===== src/rtl/mem_arbiter_if.sv =====
`default_nettype none
// ============================================================================
// Module   : mem_arbiter_if
// Purpose  : Bundles the I-cache, D-cache and unified-memory buses of the
//            arbiter. The master modport is the arbiter's view of the bus.
// Revision : 1.0 - initial release
// ============================================================================
interface mem_arbiter_if;
    // instruction-cache side
    logic         i_read;
    logic [5:0]   i_address;
    logic [127:0] i_readdata;
    logic         i_busywait;
    // data-cache side
    logic         d_read;
    logic         d_write;
    logic [5:0]   d_address;
    logic [31:0]  d_writedata;
    logic [31:0]  d_readdata;
    logic         d_busywait;
    // unified-memory side
    logic         mem_read;
    logic         mem_write;
    logic [8:0]   mem_address;
    logic [31:0]  mem_writedata;
    logic [31:0]  mem_readdata;
    logic         mem_busywait;

    modport master (
        input  i_read, i_address, d_read, d_write, d_address, d_writedata,
               mem_readdata, mem_busywait,
        output i_readdata, i_busywait, d_readdata, d_busywait,
               mem_read, mem_write, mem_address, mem_writedata
    );

    modport slave (
        output i_read, i_address, d_read, d_write, d_address, d_writedata,
               mem_readdata, mem_busywait,
        input  i_readdata, i_busywait, d_readdata, d_busywait,
               mem_read, mem_write, mem_address, mem_writedata
    );
endinterface
`default_nettype wire


===== src/rtl/mem_arbiter.sv =====
`default_nettype none
// ============================================================================
// Module   : mem_arbiter
// Purpose  : Shares one unified memory between an instruction cache (4-word
//            block reads) and a data cache (1-word reads/writes).
// Revision : 1.0 - initial release
// ============================================================================
module mem_arbiter #(
    parameter logic [8:0] D_BASE = 9'h100
) (
    input  logic          clk,
    input  logic          reset,
    mem_arbiter_if.master bus
);

    typedef enum logic [2:0] {
        ST_IDLE   = 3'd0,
        ST_D_XFER = 3'd1,
        ST_I_XFER = 3'd2,
        ST_I_GAP  = 3'd3,
        ST_RESP   = 3'd4
    } state_t;

    state_t        r_state;
    logic [1:0]    r_beat;
    logic          r_owner_i;      // owner of current transfer == last granted
    logic          r_mem_read;
    logic          r_mem_write;
    logic [8:0]    r_mem_address;
    logic [31:0]   r_mem_writedata;
    logic [127:0]  r_i_readdata;
    logic [31:0]   r_d_readdata;

    logic          w_d_req;
    logic          w_grant_d;

    assign w_d_req   = bus.d_read | bus.d_write;
    // On a tie the requester that did not own the previous transfer wins.
    assign w_grant_d = w_d_req & (~bus.i_read | r_owner_i);

    always_ff @(posedge clk or posedge reset) begin
        if (reset) begin
            r_state         <= ST_IDLE;
            r_beat          <= 2'd0;
            r_owner_i       <= 1'b1;
            r_mem_read      <= 1'b0;
            r_mem_write     <= 1'b0;
            r_mem_address   <= 9'd0;
            r_mem_writedata <= 32'd0;
            r_i_readdata    <= 128'd0;
            r_d_readdata    <= 32'd0;
        end else begin
            case (r_state)
                ST_IDLE: begin
                    if (w_grant_d) begin
                        r_state         <= ST_D_XFER;
                        r_owner_i       <= 1'b0;
                        r_mem_address   <= D_BASE + {3'b000, bus.d_address};
                        r_mem_writedata <= bus.d_writedata;
                        // a simultaneous read+write request is a write
                        r_mem_write     <= bus.d_write;
                        r_mem_read      <= ~bus.d_write;
                    end else if (bus.i_read) begin
                        r_state       <= ST_I_XFER;
                        r_owner_i     <= 1'b1;
                        r_beat        <= 2'd0;
                        r_mem_read    <= 1'b1;
                        r_mem_write   <= 1'b0;
                        r_mem_address <= {1'b0, bus.i_address, 2'b00};
                    end
                end

                ST_D_XFER: begin
                    if (!bus.mem_busywait) begin
                        if (!r_mem_write) begin
                            r_d_readdata <= bus.mem_readdata;
                        end
                        r_mem_read  <= 1'b0;
                        r_mem_write <= 1'b0;
                        r_state     <= ST_RESP;
                    end
                end

                ST_I_XFER: begin
                    if (!bus.mem_busywait) begin
                        r_i_readdata[{r_beat, 5'b00000} +: 32] <= bus.mem_readdata;
                        r_mem_read <= 1'b0;
                        r_state    <= (r_beat == 2'd3) ? ST_RESP : ST_I_GAP;
                    end
                end

                ST_I_GAP: begin
                    // block address stays latched from the grant; only the word index moves
                    r_beat        <= r_beat + 2'd1;
                    r_mem_address <= {r_mem_address[8:2], r_beat + 2'd1};
                    r_mem_read    <= 1'b1;
                    r_state       <= ST_I_XFER;
                end

                ST_RESP: begin
                    r_state <= ST_IDLE;
                end

                default: begin
                    r_state     <= ST_IDLE;
                    r_mem_read  <= 1'b0;
                    r_mem_write <= 1'b0;
                end
            endcase
        end
    end

    assign bus.i_busywait    = bus.i_read & ~((r_state == ST_RESP) &  r_owner_i);
    assign bus.d_busywait    = w_d_req    & ~((r_state == ST_RESP) & ~r_owner_i);
    assign bus.mem_read      = r_mem_read;
    assign bus.mem_write     = r_mem_write;
    assign bus.mem_address   = r_mem_address;
    assign bus.mem_writedata = r_mem_writedata;
    assign bus.i_readdata    = r_i_readdata;
    assign bus.d_readdata    = r_d_readdata;

endmodule
`default_nettype wire

===== src/flat_wrapper.sv =====
// flat-port wrapper written by rule: the top's interface ports become plain ports
module mem_arbiter_flat 
#(
    parameter logic [8:0] D_BASE = 9'h100
)
  (clk, reset, bus_i_read, bus_i_address, bus_d_read, bus_d_write, bus_d_address, bus_d_writedata, bus_mem_readdata, bus_mem_busywait, bus_i_readdata, bus_i_busywait, bus_d_readdata, bus_d_busywait, bus_mem_read, bus_mem_write, bus_mem_address, bus_mem_writedata);
  mem_arbiter_if bus_i ();
  input  logic clk;
  input  logic reset;
  input wire logic [$bits(bus_i.i_read)-1:0] bus_i_read;
  input wire logic [$bits(bus_i.i_address)-1:0] bus_i_address;
  input wire logic [$bits(bus_i.d_read)-1:0] bus_d_read;
  input wire logic [$bits(bus_i.d_write)-1:0] bus_d_write;
  input wire logic [$bits(bus_i.d_address)-1:0] bus_d_address;
  input wire logic [$bits(bus_i.d_writedata)-1:0] bus_d_writedata;
  input wire logic [$bits(bus_i.mem_readdata)-1:0] bus_mem_readdata;
  input wire logic [$bits(bus_i.mem_busywait)-1:0] bus_mem_busywait;
  output wire logic [$bits(bus_i.i_readdata)-1:0] bus_i_readdata;
  output wire logic [$bits(bus_i.i_busywait)-1:0] bus_i_busywait;
  output wire logic [$bits(bus_i.d_readdata)-1:0] bus_d_readdata;
  output wire logic [$bits(bus_i.d_busywait)-1:0] bus_d_busywait;
  output wire logic [$bits(bus_i.mem_read)-1:0] bus_mem_read;
  output wire logic [$bits(bus_i.mem_write)-1:0] bus_mem_write;
  output wire logic [$bits(bus_i.mem_address)-1:0] bus_mem_address;
  output wire logic [$bits(bus_i.mem_writedata)-1:0] bus_mem_writedata;
  assign bus_i.i_read = bus_i_read;
  assign bus_i.i_address = bus_i_address;
  assign bus_i.d_read = bus_d_read;
  assign bus_i.d_write = bus_d_write;
  assign bus_i.d_address = bus_d_address;
  assign bus_i.d_writedata = bus_d_writedata;
  assign bus_i.mem_readdata = bus_mem_readdata;
  assign bus_i.mem_busywait = bus_mem_busywait;
  assign bus_i_readdata = bus_i.i_readdata;
  assign bus_i_busywait = bus_i.i_busywait;
  assign bus_d_readdata = bus_i.d_readdata;
  assign bus_d_busywait = bus_i.d_busywait;
  assign bus_mem_read = bus_i.mem_read;
  assign bus_mem_write = bus_i.mem_write;
  assign bus_mem_address = bus_i.mem_address;
  assign bus_mem_writedata = bus_i.mem_writedata;
  mem_arbiter #(.D_BASE(D_BASE)) u_core (.clk(clk), .reset(reset), .bus(bus_i));
endmodule

===== config.mk =====
export PLATFORM = sky130hd
export DESIGN_NAME = mem_arbiter_flat
export DESIGN_NICKNAME = d
export VERILOG_FILES = /design/src/rtl/mem_arbiter_if.sv /design/src/rtl/mem_arbiter.sv /design/src/flat_wrapper.sv
export SDC_FILE = /design/constraint.sdc
export NUM_CORES = 1
export LEC_CHECK = 0
export ABC_CLOCK_PERIOD_IN_PS = 14600
export BUFFER_PORTS_ARGS = -buffer_cell sky130_fd_sc_hd__buf_2
export CORE_AREA = 8 8 181 149
export CTS_BUF_LIST = sky130_fd_sc_hd__clkbuf_8
export DETAILED_ROUTE_END_ITERATION = 16
export DIE_AREA = 0 0 189 157
export PLACE_DENSITY = 0.7
export SLEW_MARGIN = 20
export SYNTH_ARGS = -nofsm -noshare
export SYNTH_HDL_FRONTEND = slang
export SYNTH_SLANG_ARGS = --single-unit

===== constraint.sdc =====
create_clock -name clk -period 14.6 [get_ports clk]
set_input_delay 1.46 -clock clk [delete_from_list [all_inputs] [get_ports clk]]
set_output_delay 1.46 -clock clk [all_outputs]
set_load 0.1 [all_outputs]

# --- After elaboration in Yosys (flattened, before gate mapping) ---
# Index checks and enable logic that the tools add are counted.
word_totals:
  register_bits: 209
  inputBits: 82
  out_inout_bits: 205
op_classes:
  add_sub_neg: 3
  eq_ne: 11
  shift: 2
  n_mux: 21
  bitwise: 17
  n_reduce_logical: 15
ops:
  columns: ["op", "n"]
  rows:
  - ["128-bit bitwise mux", 1]
  - ["32-bit by 9-bit variable shift with 128-bit output, first input constant", 1]
  - ["32-bit by 9-bit variable part select with 128-bit output", 1]
  - ["9-bit two-way mux", 2]
  - ["9-bit one-hot mux with 2 select lines", 1]
  - ["3-bit AND reduction", 6]
  - ["3-bit two-way mux", 5]
  - ["3-bit one-hot mux with 4 select lines", 1]
  - ["2-bit != test, second input constant", 5]
  - ["1-bit inverter", 10]
  - ["9-bit by 6-bit adder with 9-bit output, first input constant", 1]
  - ["7-bit negation with 9-bit output", 1]
  - ["2-bit AND reduction", 4]
  - ["3-bit by 2-bit equality test with 1-bit output, second input constant", 2]
  - ["1-bit two-way mux", 6]
  - ["1-bit AND", 5]
  - ["2-bit two-way mux", 2]
  - ["1-bit one-hot mux with 4 select lines", 1]
  - ["2-bit one-hot mux with 2 select lines", 1]
  - ["2-bit nonzero test", 2]
  - ["3-bit by 1-bit equality test with 1-bit output, second input constant", 1]
  - ["3-bit equality test, second input constant", 1]
  - ["3-bit logical NOT", 1]
  - ["3-bit by 2-bit != test with 1-bit output, second input constant", 1]
  - ["other kinds (6)", 7]

# --- Logic depth before layout (Yosys ltp) ---
# Gate-level depths: netlist of the first run.
depth:
  depth_word: 5
  depth_mapped: 7
  ltp_nobuf: 6

# --- Worst setup path before layout of the first run ---
# Ideal clock, no wire load.
synth_timing:
  path_type: "input -> output"
  from: "input bus_d_write"
  to: "output bus_d_busywait"
  t_arrival_ns: 3.028
  required_ns: 13.140
  path_slack_ns: 10.112
  path_stages: 2
  path_buffers: 0
  path_cell_list: "nor2_1 > a31oi_1"
synth_via:
  elab_chain_cells: 2
synth_rtl:
  columns: ["item", "line", "text"]
  rows:
  - ["from (decl)", "flat_wrapper.sv:13", "input wire logic [$bits(bus_i.d_write)-1:0] bus_d_write;"]
  - ["1-bit OR", "mem_arbiter.sv:37", "assign w_d_req = bus.d_read | bus.d_write;"]
  - ["1-bit AND", "mem_arbiter.sv:114", "assign bus.d_busywait = w_d_req & ~((r_state == ST_RESP) & ~r_owner_i);"]
  - ["to (decl)", "flat_wrapper.sv:21", "output wire logic [$bits(bus_i.d_busywait)-1:0] bus_d_busywait;"]
# No other way between the ends.

# --- Worst setup path in the final report of the first run ---
# Ends and elaborated chain as after synthesis.

==> flow_summary.rst, run 1 <==
.. list-table::
   :header-rows: 1

   * - Metric
     - Value
   * - Worst hold path class
     - reg -> reg
   * - Most frequent standard cell in the layout excluding fill and tap cells
     - sky130_fd_sc_hd__nand2_1
   * - Number of DRC markers after the initial detailed-route iteration
     - 392
   * - Post-Place Worst Slack
     - 10,920 ps
   * - Final design area excluding fillers
     - 0.0107 mm2
   * - Tcrit/Tclk final
     - 25.3%
   * - Wirelength, routed
     - 26,700 um
   * - Number of violations of the max-capacitance limit
     - 0
   * - Number of CTS-inserted buffers
     - 36
   * - Number of placed I/O pins
     - 287
   * - Setup repair after global routing missed its margin
     - false
   * - Hold Vio Cnt, Final
     - 0
   * - Top cells by area, synth
     - sky130_fd_sc_hd__dfrtp_1 (63%), sky130_fd_sc_hd__nand2_1 (16%), sky130_fd_sc_hd__o21ai_0 (7.3%), sky130_fd_sc_hd__mux2_2 (4.1%), sky130_fd_sc_hd__clkbuf_1 (1.8%)
   * - Worst Setup Path Type
     - in -> out
   * - Core ar.
     - 0.0239 mm2
   * - Slew of the pin with the lowest slew margin
     - 1070 ps
   * - YS warnings
     - 0
   * - Detailed-route via count
     - 6,941
   * - Share of final-layout standard cells stronger than drive strength 1
     - 34.1%
   * - Effective utilization at floorplan
     - 34.6%
   * - Launch instance of the worst register-to-register path
     - u_core.r_beat[0]
   * - Arrival time of the worst setup path
     - 2230 ps
   * - Share of synthesized area spent on multiplexers
     - 4.83%
   * - Main combinational cell family by area after synthesis
     - simple AND/OR/NAND/NOR gates
   * - Share of the synthesized area in the top cell type
     - 62.8%
   * - Setup slack after layout
     - 10,910 ps
   * - TNS Setup
     - 0 ps
   * - Flops & latches, synth
     - 209
   * - Input/output buffers
     - 286
   * - Clock latency on the worst-skew pair
     - 510 ps
   * - Die outline area
     - 0.0297 mm2
   * - Final max-slew violation count
     - 0
   * - Global-route wire length before repair
     - 41,300 um
   * - DIE HEIGHT
     - 157 um
   * - Post-synthesis sequential area ratio
     - 63.2%
   * - Crit start category
     - input pin
   * - Root cell of the clock tree
     - sky130_fd_sc_hd__clkbuf_8
   * - Number of antenna violations at the first check in global routing
     - 1
   * - Commonest non-fill, non-tap cells in the layout
     - sky130_fd_sc_hd__nand2_1 (339), sky130_fd_sc_hd__buf_2 (286), sky130_fd_sc_hd__dfrtp_1 (208)
   * - Post_cts resized
     - 0
   * - Total placed instance area
     - 0.0100 mm2
   * - Max Clock Skew
     - 16.2 ps
   * - Die width
     - 189 um
   * - Number of setup violations in the final report
     - 0
   * - Clock tree from TritonCTS
     - yes
   * - Max_slew headroom
     - 28.7%
   * - Overall routing resource usage
     - 17.6%
   * - Leading area contributor after synthesis
     - sky130_fd_sc_hd__dfrtp_1
   * - Clock slew at the register clock pins of the worst setup and hold paths
     - 60 ps
   * - Hold Crit Start
     - u_core.bus.mem_writedata[26]
   * - Antenna Nets Post-Route
     - 0
   * - Synth cell types
     - 38
   * - Post-synthesis instance total
     - 834
   * - Area of the multi-input gates
     - 0.00287 mm2
   * - Largest net degree at the start of global routing
     - 101
   * - Number of vias per cell after detailed routing
     - 4.75
   * - Critical path launch point
     - bus_d_write
   * - Sort of element at the end of the critical path
     - primary output
   * - Number of rows created at floorplan
     - 51
   * - Via count of the first global-routing pass
     - 7,145
   * - Setup Fix Bufs, Post-CTS
     - 0
   * - Global placement routability congestion
     - 0.791
   * - Compound-gate portion of the synthesized area
     - 10.7%
   * - Grt ovf
     - 0
   * - Synth Area in Adders
     - 0.755%
   * - Max frequency
     - 271 MHz
   * - Maximum fanout count along the critical path
     - 5
   * - Fill cell total of the finished layout
     - 2,350
   * - Average footprint of a synthesized cell
     - 9.93 um2
   * - Required @ worst endpoint
     - 13,140 ps
   * - Remaining design rule violation count
     - 0
   * - CTS H-tree lvls
     - 2
   * - Post-detailed-placement half-perimeter wirelength
     - 18,600 um
   * - Final nets
     - 1,204
   * - Nets in the synthesized netlist
     - 921
   * - Post-detailed-route wirelength per cell
     - 18.3 um
   * - Number of buffers between clock root and the deepest sink
     - 3
   * - Status
     - finished, final reports clean
   * - Sequential cell area
     - 0.00523 mm2
   * - Number of optimization iterations in the first detailed-route pass
     - 5
   * - Post-Route Hold Slack
     - 470 ps
   * - # clock sinks
     - 209
   * - Number of buffers added to fix hold violations after cts
     - 0
   * - Area growth, synth to finish
     - 29.4%
   * - Final critical delay including setup and external delays
     - 3690 ps
   * - Simple-Gate Fraction of Synth Area
     - 17.8%
   * - Post-Synthesis Cell Area
     - 0.00828 mm2
   * - Post-Synth XOR/XNOR Area
     - 0%
-- kinds of logic after synthesis --
group	Yosys count
fa+ha+maj	5
compound gates	158
buf+inv	55
mux	36
flops	209
simple gates	371
-- cells in the mapped netlist, drive strengths merged --
library cell  instances
ha                    5
a22oi                 1
a21o                  2
a221o                 1
or3b                  1
and3                  1
nor3b                 2
dfrtp               208
or2                   1
nor4b                 2
and3b                 2
inv                   5
a22o                 15
a21oi                 2
nand2b                3
mux2                 32
a2111oi               1
clkbuf               40
o21ai               127
mux2i                 4
nor2                  9
dfstp                 1
a32oi                 1
a31oi                 2
a311o                 1
nand3                 2
o211ai                1
buf                  10
nor2b                 2
o31ai                 1
a211oi                1
a221oi                2
nor3                  3
nand2               343
-- path summary, 6_finish.rpt --
path | endpoint | slack [ps] | cells after the start
max | bus_d_busywait | 10910 | 4
min in group asynchronous | u_core.bus.d_readdata[0] | 1050 | 2
min | u_core.bus.mem_writedata[26] | 470 | 2
min reg2reg | u_core.bus.mem_writedata[26] | 470 | 2
max in group asynchronous | u_core.bus.mem_writedata[21] | 12280 | 3
max reg2reg | u_core.bus.i_readdata[38] | 11890 | 7
-- registers in the layout, summed over array words and instances, names as in the netlist --
name                      count
u_core.bus.i_readdata       128
u_core.bus.d_readdata        32
u_core.bus.mem_writedata     32
u_core.bus.mem_address        9
u_core.r_state                3
u_core.r_beat                 2
u_core.bus.mem_read           1
u_core.bus.mem_write          1
u_core.r_owner_i              1
-- stage by stage --
step                      util, %  instances
after floorplan                 -        834
after global placement       41.8       1397
after detailed placement     41.8       1397
after CTS                    44.7       1460
after global routing         44.8       1460
final                        44.8       1461
-- area by class of cell --
class / count / area share [%]
antenna: 1 / 0.0234
sequential: 209 / 48.8
clock inverter: 19 / 0.783
multi-input combinational: 570 / 26.8
tap: 318 / 3.71
inverter: 5 / 0.245
timing repair buffer: 295 / 14.0
clock buffer: 44 / 5.65
-- critical path: stages --
cell and delay, ps:
sky130_fd_sc_hd__buf_2 120, sky130_fd_sc_hd__nor2_1 60, sky130_fd_sc_hd__a31oi_1 130, sky130_fd_sc_hd__buf_2 450
-- metal layers --
metal | wire length [um] | track usage (%)
met1 | 11400 | 22.1
met2 | 12200 | 28.1
met3 | 2810 | 7.03
met4 | 413 | 4.31
met5 | 13 | 0
Power of run 1 is left out: the tool's default activity adds up to more than one toggle a clock period on the data nets, which glitch-free logic cannot reach.
==> run 2: changes to the inputs <==
- ABC_AREA: default -> 1
- ABC_CLOCK_PERIOD_IN_PS: 14600 -> 3730
- CORE_AREA: 8 8 181 149 -> 8 8 187 153
- DIE_AREA: 0 0 189 157 -> 0 0 195 161
- PLACE_DENSITY: 0.7 -> 0.69
- clock period: 14.6 -> 3.73 ns (I/O delays scaled with it)
==> flow_summary.rst, run 2 <==
.. list-table::
   :header-rows: 1

   * - Metric
     - Value
   * - Status
     - finished, final reports clean (unchanged)
   * - Slowest cell on crit path
     - sky130_fd_sc_hd__clkinv_1 (was sky130_fd_sc_hd__buf_2)
   * - Total placed instance area
     - 0.0105 mm2 (was 0.0100 mm2)
   * - Antenna Nets Post-Route
     - 0 (unchanged)
   * - Clock tree from TritonCTS
     - yes (unchanged)
   * - Number of optimization iterations in the first detailed-route pass
     - 4 (was 5)
   * - Leading area contributor after synthesis
     - sky130_fd_sc_hd__dfrtp_1 (unchanged)
   * - Grt ovf
     - 0 (unchanged)
   * - Remaining design rule violation count
     - 0 (unchanged)
   * - Max_slew headroom
     - 30.9% (was 28.7%)
   * - Leading cell types by count after synthesis
     - sky130_fd_sc_hd__nand2_1 (471), sky130_fd_sc_hd__dfrtp_1 (208), sky130_fd_sc_hd__o21ai_0 (140) (was sky130_fd_sc_hd__nand2_1 (343), sky130_fd_sc_hd__dfrtp_1 (208), sky130_fd_sc_hd__o21ai_0 (121))
   * - Post-detailed-route wirelength per cell
     - 17.2 um (was 18.3 um)
   * - Root cell of the clock tree
     - sky130_fd_sc_hd__clkbuf_8 (unchanged)
   * - Share of final-layout standard cells stronger than drive strength 1
     - 26.7% (was 34.1%)
   * - DIE HEIGHT
     - 161 um (was 157 um)
   * - Number of violations of the max-capacitance limit
     - 0 (unchanged)
   * - Setup Fix Bufs, Post-CTS
     - 0 (unchanged)
   * - Number of setup violations in the final report
     - 0 (unchanged)
   * - Final critical delay including setup and external delays
     - 2520 ps
   * - Clock slew at the register clock pins of the worst setup and hold paths
     - 60 ps (about the same)
   * - Number of buffers added to fix hold violations after cts
     - 0 (unchanged)
   * - Via count of the first global-routing pass
     - 8,173 (was 7,145)
   * - GRT met1 Usage
     - 22.0% (was 22.1%)
   * - Number of DRC markers after the initial detailed-route iteration
     - 433 (was 392)
   * - Number of CTS-inserted buffers
     - 36 (unchanged)
   * - Number of enable flip-flop cells after synthesis
     - 0 (unchanged)
   * - Share of the synthesized area in the top cell type
     - 59.1% (was 62.8%)
   * - M3 GR Usage
     - 7.26% (was 7.03%)
   * - Effective utilization at floorplan
     - 34.2% (was 34.6%)
   * - Die width
     - 195 um (was 189 um)
   * - TNS Setup
     - 0 ps (unchanged)
   * - Post-detailed-placement half-perimeter wirelength
     - 20,900 um (was 18,600 um)
   * - Post-synthesis sequential area ratio
     - 59.4% (was 63.2%)
   * - Post_cts resized
     - 0 (unchanged)
   * - Ys async rst share
     - 100% (unchanged)
   * - Largest net degree at the start of global routing
     - 169 (was 101)
   * - Final design area excluding fillers
     - 0.0112 mm2 (was 0.0107 mm2)
   * - Detailed-route via count
     - 8,013 (was 6,941)
   * - Maximum fanout count along the critical path
     - 26 (was 5)
   * - Arrival time of the worst setup path
     - 2920 ps (was 2230 ps)
   * - Wirelength, routed
     - 29,200 um (was 26,700 um)
   * - Tcrit/Tclk final
     - 67.5%
   * - Synth cell types
     - 20 (was 38)
   * - Area growth, synth to finish
     - 27.4% (was 29.4%)
   * - Hold Vio Cnt, Final
     - 0 (unchanged)
   * - Delay of the slowest cell on the worst path
     - 570 ps (was 450 ps)
   * - Commonest non-fill, non-tap cells in the layout
     - sky130_fd_sc_hd__nand2_1 (470), sky130_fd_sc_hd__buf_2 (286), sky130_fd_sc_hd__dfrtp_1 (207) (was sky130_fd_sc_hd__nand2_1 (339), sky130_fd_sc_hd__buf_2 (286), sky130_fd_sc_hd__dfrtp_1 (208))
   * - Die outline area
     - 0.0314 mm2 (was 0.0297 mm2)
   * - Overall routing resource usage
     - 18.2% (was 17.6%)
   * - Number of flip-flops under the largest register name
     - 128 (unchanged)
   * - Nets in the synthesized netlist
     - 1,151 (was 921)
   * - Post-Place Worst Slack
     - 1220 ps (was 10,920 ps)
   * - Setup slack after layout
     - 1210 ps (was 10,910 ps)
   * - Most frequent cell after synthesis
     - sky130_fd_sc_hd__nand2_1 (unchanged)
   * - Global placement routability congestion
     - 0.887 (was 0.791)
   * - Core ar.
     - 0.0257 mm2 (was 0.0239 mm2)
   * - Global-route wire length before repair
     - 45,600 um (was 41,300 um)
   * - Worst hold path class
     - in -> async (was reg -> reg)
   * - CTS H-tree lvls
     - 2 (unchanged)
   * - Global routing's busiest layer
     - met2 (unchanged)
   * - Post-synthesis instance total
     - 1,064 (was 834)
   * - Most frequent standard cell in the layout excluding fill and tap cells
     - sky130_fd_sc_hd__nand2_1 (unchanged)
   * - Max frequency
     - 397 MHz
   * - Clock latency on the worst-skew pair
     - 510 ps (about the same)
   * - Final max-slew violation count
     - 0 (unchanged)
   * - Final nets
     - 1,426 (was 1,204)
   * - Ordered cell list for the critical path
     - inv_1 -> ha_1 -> clkinv_1 -> nor2_1 -> buf_4 -> nand2_1 -> o21ai_0 (was buf_2 -> nor2_1 -> a31oi_1 -> buf_2)
   * - Setup repair after global routing missed its margin
     - false (unchanged)
   * - Most frequently used flop master after synthesis
     - sky130_fd_sc_hd__dfrtp_1 (unchanged)
   * - Top cells by area, synth
     - sky130_fd_sc_hd__dfrtp_1 (59%), sky130_fd_sc_hd__nand2_1 (20%), sky130_fd_sc_hd__o21ai_0 (8.0%), sky130_fd_sc_hd__inv_1 (2.5%), sky130_fd_sc_hd__nor2_1 (2.1%) (was sky130_fd_sc_hd__dfrtp_1 (63%), sky130_fd_sc_hd__nand2_1 (16%), sky130_fd_sc_hd__o21ai_0 (7.3%), sky130_fd_sc_hd__mux2_2 (4.1%), sky130_fd_sc_hd__clkbuf_1 (1.8%))
   * - Flops & latches, synth
     - 209 (unchanged)
   * - Number of placed I/O pins
     - 287 (unchanged)
   * - Max Clock Skew
     - 10.4 ps (was 16.2 ps)
   * - Number of rows created at floorplan
     - 53 (was 51)
   * - GR Layer Usage met2
     - 29.4% (was 28.1%)
   * - Number of antenna violations at the first check in global routing
     - 3 (was 1)
   * - Crit start category
     - register (was input pin)
   * - Required @ worst endpoint
     - 4130 ps (was 13,140 ps)
   * - Input/output buffers
     - 286 (unchanged)
   * - # clock sinks
     - 209 (unchanged)
   * - Number of vias per cell after detailed routing
     - 4.72 (was 4.75)
   * - Worst Setup Path Type
     - reg -> reg (was in -> out)
   * - YS warnings
     - 0 (unchanged)
   * - Average footprint of a synthesized cell
     - 8.28 um2 (was 9.93 um2)
   * - End-of-flow core utilization
     - 43.6% (was 44.8%)
   * - Sort of element at the end of the critical path
     - register (was primary output)
   * - Number of buffers between clock root and the deepest sink
     - 3 (unchanged)
   * - Slew of the pin with the lowest slew margin
     - 1030 ps (was 1070 ps)
   * - Post-Synthesis Cell Area
     - 0.00881 mm2 (was 0.00828 mm2)
run 2: final timing paths:
path | depth (start not counted) | from | slack, ps | end
setup / recovery | 7 | u_core.r_beat[0] | 1210 | u_core.bus.i_readdata[4]
hold / removal | 3 | reset | 30 | u_core.bus.mem_address[3]
setup reg to reg | 7 | u_core.r_beat[0] | 1210 | u_core.bus.i_readdata[4]
hold reg to reg | 2 | u_core.bus.mem_writedata[25] | 470 | u_core.bus.mem_writedata[25]
max in group asynchronous | 3 | reset | 2920 | u_core.bus.i_readdata[56]
min in group clk | 3 | bus_d_writedata[20] | 60 | u_core.bus.mem_writedata[20]
run 2: cell type report:
cell class                      count  area, um2
Tap cell                          330        413
Timing Repair Buffer              295       1510
Clock inverter                     18        100
Sequential cell                   209       5230
Antenna cell                        2       5.00
Inverter                           61        233
Fill cell                        2596      14500
Clock buffer                       45        619
Multi-Input combinational cell    736       3110
run 2: cell families after synthesis:
kind of cell	count (synthesis)	share of synthesized area [%]
AOI/OAI and AO/OA	162	9.22
adders and majority gates	5	0.710
buffers and inverters	119	5.51
DFF	209	59.4
and+or+nand+nor	569	25.2
run 2: metrics by stage:
| step | cells | hold WS (ps) |
|---|---|---|
| 5_1_grt | 1694 | 35.5 |
| 6_report | 1696 | 32.6 |
| 3_5_place_dp | 1631 | 453 |
| 4_1_cts | 1694 | 20.9 |
| 3_3_place_gp | 1631 | 449 |
| 2_1_floorplan | 1064 | 485 |
run 2: critical path: cells and delay by family, from the launching register on:
family                   cells  cell delay (ps)
adder cells (fa/ha/maj)      1              250
buffers and inverters        3             1230
AO/OA/AOI/OAI                1              190
flip-flops                   1              390
AND/OR/NAND/NOR              2              330
run 2: metal layers:
metal / share of wire (%) / up-vias
met2: 45 / 314
met5: 0.10 / -
met3: 9.8 / 62
met1: 42 / 3759
met4: 2.7 / 6
li1: - / 3872
Power of run 2 is left out for the same reason.
